### config.mk
export PLATFORM = sky130hd
export DESIGN_NAME = divider_taint_track_bitwise
export DESIGN_NICKNAME = d
export VERILOG_FILES = /design/src/rtl/divider_taint_track_bitwise.sv
export SDC_FILE = /design/constraint.sdc
export NUM_CORES = 1
export LEC_CHECK = 0
export BUFFER_PORTS_ARGS = -buffer_cell sky130_fd_sc_hd__buf_4
export CORE_AREA = 4 4 76 78
export CTS_CLUSTER_SIZE = 30
export DETAILED_ROUTE_END_ITERATION = 16
export DIE_AREA = 0 0 80 82
export GPL_TIMING_DRIVEN = 0
export SLEW_MARGIN = 20
export SYNTH_ARGS = -nofsm -noshare
export SYNTH_HDL_FRONTEND = slang
export SYNTH_SLANG_ARGS = --single-unit
### constraint.sdc
create_clock -name clk -period 3.4 [get_ports clk]
set_input_delay 0.17 -clock clk [delete_from_list [all_inputs] [get_ports clk]]
set_output_delay 0.17 -clock clk [all_outputs]
set_load 0.005 [all_outputs]
### src/rtl/divider_taint_track_bitwise.sv
`default_nettype none
// ============================================================================
// Module      : divider_taint_track_bitwise
// Description : Constant-time sequential restoring divider (MSB first, one
//               step per cycle) with conservative per-bit taint tracking of
//               quotient and remainder. Taint datapath is compiled in only
//               when DIVIDER_TAINT_TRACK_EN is defined; otherwise the taint
//               outputs are tied to zero.
// Revision    : 1.0 - initial release
// ============================================================================
module divider_taint_track_bitwise #(
  parameter int NUM_BITS = 7
) (
  input  logic                clk,
  input  logic                rst,
  input  logic                start,
  input  logic [NUM_BITS-1:0] dividend,
  input  logic [NUM_BITS-1:0] divisor,
  input  logic [NUM_BITS-1:0] dividend_taint,
  input  logic [NUM_BITS-1:0] divisor_taint,
  output logic [NUM_BITS-1:0] quotient,
  output logic [NUM_BITS-1:0] remainder,
  output logic [NUM_BITS-1:0] quotient_taint,
  output logic [NUM_BITS-1:0] remainder_taint,
  output logic                busy,
  output logic                done
);

  localparam int CW = $clog2(NUM_BITS + 1);
  localparam logic [CW-1:0] LAST_STEP = CW'(NUM_BITS - 1);

  typedef enum logic [1:0] {
    S_IDLE = 2'd0,
    S_CALC = 2'd1,
    S_DONE = 2'd2
  } state_t;

  state_t              state_q, state_d;
  logic [CW-1:0]       cnt_q, cnt_d;
  logic [NUM_BITS-1:0] dvd_q, dvd_d;   // dividend, shifted left each step
  logic [NUM_BITS-1:0] dvs_q, dvs_d;
  logic [NUM_BITS-1:0] quo_q, quo_d;
  logic [NUM_BITS-1:0] rem_q, rem_d;   // partial remainder doubles as output

  logic                w_launch;
  logic [NUM_BITS:0]   w_p_shift;
  logic                w_ge;
  logic [NUM_BITS-1:0] w_diff;

  // start is honoured only outside CALC, which also gives back-to-back launch from DONE
  assign w_launch  = start && (state_q != S_CALC);

  // Compare and subtract are evaluated every cycle; the result is only muxed
  assign w_p_shift = {rem_q, dvd_q[NUM_BITS-1]};
  assign w_ge      = (w_p_shift >= {1'b0, dvs_q});
  // When w_ge holds the true difference is below the divisor, so it fits NUM_BITS
  assign w_diff    = w_p_shift[NUM_BITS-1:0] - dvs_q;

  // Next-state and arithmetic datapath
  always_comb begin
    state_d = state_q;
    cnt_d   = cnt_q;
    dvd_d   = dvd_q;
    dvs_d   = dvs_q;
    quo_d   = quo_q;
    rem_d   = rem_q;
    if (w_launch) begin
      state_d = S_CALC;
      cnt_d   = '0;
      dvd_d   = dividend;
      dvs_d   = divisor;
      quo_d   = '0;
      rem_d   = '0;
    end else begin
      case (state_q)
        S_CALC: begin
          dvd_d = dvd_q << 1;
          quo_d = NUM_BITS'({quo_q, w_ge});
          rem_d = w_ge ? w_diff : w_p_shift[NUM_BITS-1:0];
          cnt_d = cnt_q + CW'(1);
          if (cnt_q == LAST_STEP) begin
            state_d = S_DONE;
          end
        end
        S_DONE:  state_d = S_IDLE;
        default: state_d = S_IDLE;
      endcase
    end
  end

  // State and arithmetic registers; reset overrides everything
  always_ff @(posedge clk) begin
    if (rst) begin
      state_q <= S_IDLE;
      cnt_q   <= '0;
      dvd_q   <= '0;
      dvs_q   <= '0;
      quo_q   <= '0;
      rem_q   <= '0;
    end else begin
      state_q <= state_d;
      cnt_q   <= cnt_d;
      dvd_q   <= dvd_d;
      dvs_q   <= dvs_d;
      quo_q   <= quo_d;
      rem_q   <= rem_d;
    end
  end

  assign quotient  = quo_q;
  assign remainder = rem_q;
  assign busy      = (state_q == S_CALC);
  assign done      = (state_q == S_DONE);

`ifdef DIVIDER_TAINT_TRACK_EN
  logic [NUM_BITS-1:0] dvdt_q, dvdt_d;  // dividend taint, shifted with dividend
  logic                dvst_q, dvst_d;  // any divisor bit tainted
  logic [NUM_BITS-1:0] qt_q, qt_d;
  logic [NUM_BITS-1:0] t_q, t_d;
  logic [NUM_BITS-1:0] w_t_shift;
  logic                w_qt;

  assign w_t_shift = NUM_BITS'({t_q, dvdt_q[NUM_BITS-1]});
  assign w_qt      = (|w_t_shift) | dvst_q;

  // Taint step: a tainted quotient bit saturates the remainder taint to all ones
  always_comb begin
    dvdt_d = dvdt_q;
    dvst_d = dvst_q;
    qt_d   = qt_q;
    t_d    = t_q;
    if (w_launch) begin
      dvdt_d = dividend_taint;
      dvst_d = |divisor_taint;
      qt_d   = '0;
      t_d    = '0;
    end else if (state_q == S_CALC) begin
      dvdt_d = dvdt_q << 1;
      qt_d   = NUM_BITS'({qt_q, w_qt});
      t_d    = w_qt ? '1 : w_t_shift;
    end
  end

  // Taint registers
  always_ff @(posedge clk) begin
    if (rst) begin
      dvdt_q <= '0;
      dvst_q <= 1'b0;
      qt_q   <= '0;
      t_q    <= '0;
    end else begin
      dvdt_q <= dvdt_d;
      dvst_q <= dvst_d;
      qt_q   <= qt_d;
      t_q    <= t_d;
    end
  end

  assign quotient_taint  = qt_q;
  assign remainder_taint = t_q;
`else
  logic unused_taint;
  assign unused_taint    = ^{dividend_taint, divisor_taint};
  assign quotient_taint  = '0;
  assign remainder_taint = '0;
`endif

endmodule
`default_nettype wire

==> out/qor.csv, run 1 <==
stage;metric;value;unit
sta;slew_headroom;0.6237;
drt;first_pass_iters;4;
global_route;track_usage;0.1353;
sta;final_hold_viol_count;0;
place;dpl.hpwl;3.208;mm
clocking;cts_tree;built;
cells_and_area;drive_gt1_frac;0.2481;
cells_and_area;final-seq-area;660.6;µm²
sta;period_minus_slack;2.178;ns
sta;fmaxAchievable;459.2;MHz
global_route;busiest_layer;met2;
place;dp_cells;332;
synthesis;ys_seq_area_frac;0.3677;
cells_and_area;area_delta_synth_final;26.18;%
synthesis;synth_edf_count;0;
die;fp.dieW;80;µm
synthesis;synth_area;1797;µm²
sta;slew_violations;0;
drt;ant_nets;0;
clocking;post_cts_buffers;0;
cells_and_area;antenna_cells;0;
place;io_buffers;31;
setup_path;crit_type;register to register;
sta;period_share;0.6405;
place;place_area;2166;µm²
global_route;gr-total-overflow;0;
setup_path;cp_max_fo;10;
setup_path;worst_path_max_delay_cell;fa_1;
outcome;status;complete, no violations;
cells_and_area;fin_cells;340;
clocking;clk_latency;0.28;ns
cells_and_area;nNetsFinal;310;
setup_path;crit_top_cell;a211oi_2;
synthesis;synth-seq-cells;33;
cells_and_area;multi_input_area;975.9;µm²
synthesis;synth_area_per_cell;8.242;µm²
die;num_rows;26;
drt;drtIter0Drc;48;
cells_and_area;nFillCells;555;
synthesis;synth-async-reset-ratio;0;
clocking;clock_sinks;33;
clocking;clk_pin_slew;0.07;ns
sta;skew;0.002553;ns
global_route;grt_pass1_vias;1428;
die;io_pins;61;
place;gp_congestion;0.7467;
cells_and_area;fin_area;2267;µm²
cells_and_area;layout_common_cells;buf_4, dfxtp_1, nand2_1;
global_route;antenna_found_initial;0;
clocking;cts_max_level;2;
global_route;gr-usage-met1;0.1746;
global_route;met3_usage;0.03728;
setup_path;cp.arrival;2.33;ns
setup_path;cp_data_required_time;3.55;ns
die;die_h;82;µm
global_route;grt_pass1_wl;6.948;mm
global_route;grt_max_degree;11;
clocking;root_buffer;clkbuf_8;
global_route;grt_use_met2;0.2202;
power_and_ir_drop;ir_drop;0.0003058;V
clocking;cts-hold-fix-buffers;0;
setup_path;cp_top_family;adder cells;
power_and_ir_drop;powerDensity;454.5;nW/µm²
die;start_util;0.3540;
drt;drt-total-wl;4.257;mm
drt;num_vias;1593;
sta;rsz0062_at_grt;no;
sta;setup_viol;0;
die;dieArea;6560;µm²
synthesis;synth-main-ff-cell;dfxtp_1;
setup_path;reg2reg_slack;1.22;ns
die;core;5075;µm²
hold_path;hold_class;input pin to register;
clocking;numCtsBuffers;5;
power_and_ir_drop;p_leak;1.003;nW
setup_path;cp-end-kind;register;
clocking;clock_path_buffers;2;
setup_path;crit_buf_inv;2;
setup_path;cp-start-kind;register;
synthesis;yosysWarnings;0;
drt;routedWlPerCell;12.52;µm
sta;fin_setup_tns;0;ns
clocking;cts.repair.resized;0;
synthesis;postSynthCellCount;218;
setup_path;critPathMaxStageDelay;0.41;ns
setup_path;path_cells;inv_1 > ha_1 > fa_1 > nand2b_1 > a211oi_2 > nor3_2 > buf_6 > mux2i_1 > a211oi_2;
synthesis;synth_cell_types;38;
drt;drc_errors;0;
flow_run;max_cap_violations;0;
sta;worst_slew_pin_slew;0.5644;ns
cells_and_area;layout_commonest_cell;buf_4;
drt;via_per_inst;4.685;
==> sequential cells by signal, indices dropped and copies added (netlist names) <==
| name | flops |
|---|---|
| dvd_q | 7 |
| remainder | 7 |
| quotient | 7 |
| cnt_q | 3 |
| state_q | 2 |
| dvs_q | 7 |
==> layout make-up <==
| cell class | count | share of cell area |
|---|---|---|
| clock inverter | 1 | 0.002208 |
| inverter | 12 | 0.01987 |
| clock buffer | 7 | 0.04249 |
| sequential | 33 | 0.2914 |
| timing repair buffer | 31 | 0.1026 |
| multi-input combinational | 160 | 0.4305 |
| tap | 70 | 0.03863 |
| buffer | 26 | 0.07230 |
==> synth_stat cells (all sizes together) (4+ instances only) <==
cell | instances | area (µm²)
nand3 | 11 | 55.05
inv | 11 | 41.29
ha | 9 | 112.6
nand4 | 4 | 25.02
o21ai | 6 | 33.78
a21oi | 23 | 118.9
dfxtp | 33 | 660.6
nor2 | 18 | 70.07
nor3 | 7 | 40.04
mux2i | 11 | 110.1
buf | 23 | 152.6
nand2b | 4 | 25.02
nand2 | 25 | 93.84
a211oi | 10 | 85.08
==> power breakdown <==
part | switching [W] | leakage [nW] | internal (W)
logic | 0.000151 | 0.679 | 0.000125
registers | 0.0000163 | 0.270 | 0.000409
clock network | 0.000146 | 0.0542 | 0.000183
==> metrics by stage <==
| step | worst slack (ns) | hold slack [ns] | util | total power (W) |
|---|---|---|---|---|
| final | 1.222 | 0.1432 | 0.4467 | 0.001030 |
| after global routing | 1.111 | 0.1447 | 0.4467 | 0.001091 |
| after CTS | 1.208 | 0.1339 | 0.4467 | 0.001037 |
| after detailed placement | 1.246 | 0.4418 | 0.4268 | 0.0007109 |
| after global placement | 1.245 | 0.4390 | 0.4268 | 0.0007121 |
| after floorplan | 1.418 | 0.3175 | - | 0.0006341 |
==> logic make-up (layout without fill, tap and decap cells) <==
logic type      Yosys count  count (layout)  share of synthesized area
simple gates             75              75                     0.1971
compound gates           46              46                     0.1623
buf+inv                  38              77                     0.1163
flops                    33              33                     0.3677
mux                      11              11                    0.06128
fa+ha+maj                10              10                    0.07382
xor+xnor                  4               4                    0.01950
other cells               1              14                   0.002087
==> worst reg2reg max path, stage by stage (launching register included) <==
cell and delay, ns:
dfxtp_1 0.36, inv_1 0.05, ha_1 0.22, fa_1 0.41, nand2b_1 0.21, a211oi_2 0.22, nor3_2 0.09, buf_6 0.15
mux2i_1 0.23, a211oi_2 0.10
==> metal layers <==
| layer | share of wire | vias up |
|---|---|---|
| met1 | 0.47 | 724 |
| met2 | 0.47 | 38 |
| met5 | 0 | - |
| met3 | 0.049 | 7 |
| met4 | 0.011 | 0 |
| li1 | - | 824 |
==> worst paths after layout <==
path              startpoint      endpoint  cells past startpoint
hold / removal    divisor[0]      dvs_q[0]                      3
setup / recovery    dvd_q[6]  remainder[3]                      9
setup reg to reg    dvd_q[6]  remainder[3]                      9
hold reg to reg     dvs_q[2]      dvs_q[2]                      2
Power figures use the tool's default switching activity.
==> inputs of run 2 (changes only) <==
==> constraint.sdc (replaced) <==
create_clock -name clk -period 1.8 [get_ports clk]
set_input_delay 0.09 -clock clk [delete_from_list [all_inputs] [get_ports clk]]
set_output_delay 0.09 -clock clk [all_outputs]
set_load 0.005 [all_outputs]
==> run 2 against run 1 <==
  * Sequential share of layout area shrank 1.8 points
  * Sequential power up 91%
  * Clock power up 100%
  * The run now ends with setup timing left
  * Via count grew 0.50%
  * Register-to-register slack got worse by 1.3 ns
  * Power rose by 110%
  * Critical path type unchanged
  * Critical endpoint is now remainder[0]
==> out/qor.csv, run 2 (synthesis gave the netlist of run 1 again) <==
stage;metric;value;unit;change
setup_path;cp-end-kind;register;;
clocking;clk_pin_slew;0.06;ns;about the same
clocking;cts_max_level;2;;unchanged
cells_and_area;fin_area;2440;µm²;+7.6%
die;num_rows;26;;unchanged
drt;drc_errors;0;;unchanged
drt;drt-total-wl;4.547;mm;+6.8%
clocking;cts_tree;built;;
cells_and_area;layout_common_cells;buf_4, dfxtp_1, nand2_1;;
global_route;busiest_layer;met2;;
power_and_ir_drop;powerDensity;868.7;nW/µm²;+91%
outcome;violations;setup timing;;
power_and_ir_drop;p_leak;1.044;nW;+4.1%
global_route;grt_pass1_wl;7.514;mm;+8.1%
sta;fmaxAchievable;526.0;MHz;+15%
cells_and_area;antenna_cells;0;;unchanged
place;dpl_worst_slack;-0.1372;ns;-1.383 ns
place;dpl.hpwl;3.316;mm;+3.4%
drt;routedWlPerCell;13.22;µm;+5.6%
die;dieArea;6560;µm²;unchanged
sta;final_hold_viol_count;0;;unchanged
setup_path;cp-start-kind;register;;
setup_path;cp_max_fo;4;;-6
clocking;clock_sinks;33;;unchanged
clocking;root_buffer;clkbuf_8;;
clocking;numCtsBuffers;5;;unchanged
hold_path;whs_endpoint;dvs_q[1];;
global_route;grt_use_met2;0.2599;;+0.03974
hold_path;worstHoldStart;divisor[1];;
sta;period_minus_slack;1.901;ns;-0.2767 ns
cells_and_area;fin_cells;344;;+1.2%
die;io_pins;61;;unchanged
sta;layout_setup_ws;-0.1010;ns;-1.323 ns
drt;ant_nets;0;;unchanged
setup_path;crit_type;register to register;;
place;place_area;2198;µm²;+1.5%
die;start_util;0.3540;;unchanged
power_and_ir_drop;ir_drop;0.0006094;V;+99%
sta;slew_violations;0;;unchanged
clocking;clock_path_buffers;2;;unchanged
setup_path;worst_path_max_delay_cell;or4_1;;
setup_path;cp_data_required_time;1.98;ns;-1.57 ns
die;die_h;82;µm;unchanged
place;gp_congestion;0.7432;;-0.47%
global_route;antenna_found_initial;0;;unchanged
setup_path;regToRegEndpoint;remainder[0];;
global_route;gr-usage-met1;0.1714;;-0.003206
setup_path;path_cells;inv_2 > ha_4 > fa_2 > nand2b_4 > a211oi_2 > nor3_2 > or4_1 > o311ai_1;;
setup_path;worst-r2r-cell-count;8;;-1
die;fp.dieW;80;µm;unchanged
sta;period_share;1.056;;+0.4156
cells_and_area;final-seq-area;668.1;µm²;+1.1%
cells_and_area;nNetsFinal;315;;+1.6%
outcome;status;finished, violations left;;
drt;drtIter0Drc;42;;-13%
sta;slew_headroom;0.6084;;-0.01530
clocking;cts-hold-fix-buffers;0;;unchanged
cells_and_area;multi_input_area;1094;µm²;+12%
drt;first_pass_iters;4;;unchanged
clocking;clk_latency;0.28;ns;about the same
global_route;grt_max_degree;11;;unchanged
cells_and_area;area_delta_synth_final;35.79;%;
hold_path;hold_depth;3;;unchanged
setup_path;regToRegStartpoint;dvd_q[6];;
global_route;met3_usage;0.03728;;unchanged
flow_run;max_cap_violations;0;;unchanged
drt;via_per_inst;4.654;;-0.67%
sta;skew;0.005665;ns;+0.003112 ns
setup_path;cp.arrival;2.08;ns;-0.25 ns
cells_and_area;nFillCells;538;;-3.1%
global_route;track_usage;0.1446;;+0.009254
cells_and_area;layout_commonest_cell;buf_4;;
sta;setup_viol;6;;+6
global_route;grt_pass1_vias;1621;;+14%
global_route;gr-total-overflow;0;;unchanged
sta;rsz0062_at_grt;yes;;
hold_path;hold_class;input pin to register;;
cells_and_area;drive_gt1_frac;0.3504;;+0.1022
drt;num_vias;1601;;+0.50%
setup_path;reg2reg_slack;-0.10;ns;-1.32 ns
place;io_buffers;31;;unchanged
sta;worst_slew_pin_slew;0.5874;ns;+0.02295 ns
place;dp_cells;332;;unchanged
die;core;5075;µm²;unchanged
sta;hold-worst-slack;0.07017;ns;-0.07299 ns
setup_path;critPathMaxStageDelay;0.40;ns;about the same
-- run 2: cell type report --
class,count,share of cell area
plain buffers,26,0.06821
clock buffers,5,0.02821
clock inverters,2,0.01436
inverters,12,0.02000
multi-input cells,160,0.4482
flip-flops and latches,33,0.2738
well taps,70,0.03590
repair buffers,36,0.1113
-- run 2: through the flow --
step	total power [W]	utilization	TNS, ns
2_1_floorplan	0.001219	-	-0.03622
3_3_place_gp	0.001365	0.4332	-0.6071
3_5_place_dp	0.001365	0.4332	-0.5360
4_1_cts	0.002107	0.4670	-0.5462
5_1_grt	0.002243	0.4808	-1.234
6_report	0.002119	0.4808	-0.3680
-- run 2: worst max-delay path, delay by kind of cell (launching register included) --
kind	cells	cell delay (ns)
fa+ha+maj	2	0.48
buf+inv	1	0.04
flops	1	0.34
simple gates	3	0.65
compound gates	2	0.29
-- run 2: layer usage --
metal	up-vias	wire, µm
met4	0	40
met1	724	2074
met2	38	2211
li1	834	-
met5	-	0
met3	5	219
-- run 2: timing repair --
action                     in CTS  in global routing
pin swaps                       5                  8
gates resized for setup         9                 17
buffers inserted                4                  0
setup endpoints to repair       7                 10
gates cloned                    1                  0
-- run 2: power by group --
part           switching, W  leakage [nW]  internal, W  total (W)
clock              0.000259        0.0540     0.000402   0.000661
combinational      0.000331         0.718     0.000317   0.000649
sequential        0.0000354         0.272     0.000775   0.000810
total              0.000626          1.04      0.00149    0.00212
-- run 2: worst max-delay path by stage --
stage / start / end / cells after the start
6_report: dvd_q[6] / remainder[0] / 8
5_1_grt: dvd_q[6] / remainder[0] / 8
4_1_cts: dvd_q[6] / remainder[0] / 8
3_5_place_dp: dvd_q[6] / remainder[0] / 8
3_3_place_gp: remainder[0] / remainder[0] / 7
2_1_floorplan: dvd_q[6] / remainder[0] / 8
==> inputs of run 3 (changes only) <==
--- a/config.mk
+++ b/config.mk
@@ -11,6 +11,7 @@
 export DETAILED_ROUTE_END_ITERATION = 16
 export DIE_AREA = 0 0 80 82
 export GPL_TIMING_DRIVEN = 0
+export REMOVE_ABC_BUFFERS = 1
 export SLEW_MARGIN = 20
 export SYNTH_ARGS = -nofsm -noshare
 export SYNTH_HDL_FRONTEND = slang
==> run 3 against run 2 <==
  * The run still ends with setup timing left
  * Sequential power about the same
  * First-iteration DRC count up 110%
  * Sequential share of layout area up 2.3 points
  * Clock skew up 0.0017 ns
  * Sequential cell count unchanged
  * Via count down 4.7%
  * Non-clock buffer count down 22
  * Clock power down 15%
  * Global-route usage down 1.6 points
  * Worst setup slack worse by 0.073 ns
  * Clock-buffer cell count up 2
  * Critical path type unchanged
  * Largest cell class unchanged
  * Highest routed layer unchanged
==> out/qor.csv, run 3 (synthesis gave the netlist of run 1 again) <==
stage;metric;value;unit;change
sta;final_hold_viol_count;0;;unchanged
drt;drt-total-wl;4.128;mm;-9.2%
place;io_buffers;32;;+3.2%
global_route;gr-total-overflow;0;;unchanged
drt;num_vias;1526;;-4.7%
setup_path;crit_buf_inv;1;;unchanged
die;core;5075;µm²;unchanged
setup_path;cp_max_fo;7;;+3
sta;slew_headroom;0.5695;;-0.03896
cells_and_area;antenna_cells;0;;unchanged
global_route;grt_pass1_vias;1470;;-9.3%
clocking;clk_latency;0.28;ns;about the same
drt;via_per_inst;4.739;;+1.8%
setup_path;crit_type;register to register;;
setup_path;reg2reg_slack;-0.17;ns;-0.07 ns
setup_path;crit_end;remainder[0];;
sta;setup_viol;8;;+2
power_and_ir_drop;p_leak;0.9408;nW;-9.9%
drt;drc_errors;0;;unchanged
global_route;grt_max_degree;36;;+25
sta;fin_setup_tns;-0.8803;ns;-0.5123 ns
cells_and_area;final-seq-area;668.1;µm²;unchanged
setup_path;cp-end-kind;register;;
die;start_util;0.3540;;unchanged
global_route;antenna_found_initial;0;;unchanged
power_and_ir_drop;powerDensity;873.7;nW/µm²;+0.58%
setup_path;path_cells;inv_2 > ha_4 > fa_2 > nand2b_4 > a211oi_4 > nor3_4 > or4_1 > o311ai_1;;
sta;layout_setup_ws;-0.1740;ns;-0.07295 ns
setup_path;cp_data_required_time;1.99;ns;about the same
setup_path;regToRegEndpoint;remainder[0];;
cells_and_area;drive_gt1_frac;0.2976;;-0.05275
cells_and_area;layout_commonest_cell;buf_4;;
hold_path;worstHoldStart;divisor[2];;
clocking;clock_path_buffers;2;;unchanged
sta;period_share;1.097;;+0.04053
global_route;grt_pass1_wl;6.589;mm;-12%
setup_path;cp_top_family;simple AND/OR/NAND/NOR gates;;
clocking;clock_sinks;33;;unchanged
hold_path;hold_class;input pin to register;;
clocking;cts_tree;built;;
sta;worst_slew_pin_slew;0.6458;ns;+0.05844 ns
setup_path;critPathLaunch;dvd_q[6];;
clocking;numCtsBuffers;5;;unchanged
cells_and_area;multi_input_area;1055;µm²;-3.5%
setup_path;cp-start-kind;register;;
cells_and_area;area_delta_synth_final;25.07;%;
setup_path;cp.arrival;2.16;ns;+0.08 ns
drt;first_pass_iters;4;;unchanged
place;dpl.hpwl;2.749;mm;-17%
global_route;track_usage;0.1291;;-0.01550
cells_and_area;layout_common_cells;buf_4, dfxtp_1, nand2_1;;
setup_path;worst-path-stages;8;;unchanged
clocking;clk_pin_slew;0.07;ns;about the same
setup_path;critPathMaxStageDelay;0.40;ns;about the same
place;gp_congestion;0.8114;;+9.2%
sta;rsz0062_at_grt;yes;;
cells_and_area;nNetsFinal;293;;-7.0%
clocking;cts_max_level;2;;unchanged
drt;routedWlPerCell;12.82;µm;-3.0%
die;io_pins;61;;unchanged
setup_path;worst-r2r-cell-count;8;;unchanged
clocking;root_buffer;clkbuf_8;;
sta;fmaxAchievable;506.6;MHz;-3.7%
power_and_ir_drop;ir_drop;0.0005949;V;-2.4%
die;dieArea;6560;µm²;unchanged
sta;period_minus_slack;1.974;ns;+0.07295 ns
die;num_rows;26;;unchanged
drt;drtIter0Drc;88;;+110%
cells_and_area;postLayoutCoreUtil;0.4428;;-0.03797
outcome;status;finished, violations left;;
place;dpl_worst_slack;-0.5266;ns;-0.3894 ns
drt;ant_nets;0;;unchanged
cells_and_area;nFillCells;521;;-3.2%
setup_path;regToRegStartpoint;dvd_q[6];;
die;fp.dieW;80;µm;unchanged
sta;skew;0.007346;ns;+0.001681 ns
flow_run;max_cap_violations;0;;unchanged
sta;slew_violations;0;;unchanged
outcome;violations;setup timing;;
setup_path;worst_path_max_delay_cell;or4_1;;
die;die_h;82;µm;unchanged
==> run 3: how the worst min path moves through the flow <==
stage	end	slack, ns	depth (start not counted)
final	dvs_q[2]	0.06	3
after global routing	dvs_q[2]	0.07	3
after CTS	dvs_q[2]	0.07	3
after detailed placement	dvs_q[6]	0.37	3
after global placement	dvs_q[6]	0.36	3
after floorplan	dvs_q[0]	0.16	1
==> run 3: worst min-delay path: stages <==
cell and delay (ns):
buf_4 0.11, nand3_1 0.05, a21oi_1 0.05
==> run 3: through the flow <==
stage / std cells / power, W / hold slack (ns) / cell area [µm²]
2_1_floorplan: 205 / 0.001135 / 0.1591 / 1682
3_3_place_gp: 307 / 0.001275 / 0.3590 / 2009
3_5_place_dp: 307 / 0.001279 / 0.3668 / 2012
4_1_cts: 320 / 0.001940 / 0.06714 / 2200
5_1_grt: 322 / 0.002082 / 0.06733 / 2247
6_report: 322 / 0.001963 / 0.06132 / 2247
==> run 3: final cells by class <==
cell class,instances,share of cell area
clock buffers,7,0.03842
inverters,12,0.02227
multi-input cells,160,0.4694
flip-flops and latches,33,0.2973
well taps,70,0.03898
repair buffers,40,0.1336
==> run 3: repair_timing <==
item,in CTS,in global routing
hold buffers,0,0
buffers inserted,6,2
gates resized for setup,15,11
setup endpoints to repair,20,9
pin swaps,5,4
==> run 3: per-layer routing <==
layer / vias up / wire length, µm / track usage / part of all wire
met4: 0 / 69 / 0.04730 / 0.017
met3: 7 / 295 / 0.03838 / 0.071
met5: - / 0 / 0 / 0
li1: 792 / - / - / -
met1: 680 / 1817 / 0.1501 / 0.44
met2: 47 / 1946 / 0.2243 / 0.47
==> run 3: power breakdown <==
group	leakage, nW	internal, W	switching, W	total, W
clock network	0.0443	0.000303	0.000262	0.000565
registers	0.272	0.000775	0.0000332	0.000808
logic	0.624	0.000278	0.000312	0.000590
total	0.941	0.00136	0.000607	0.00196
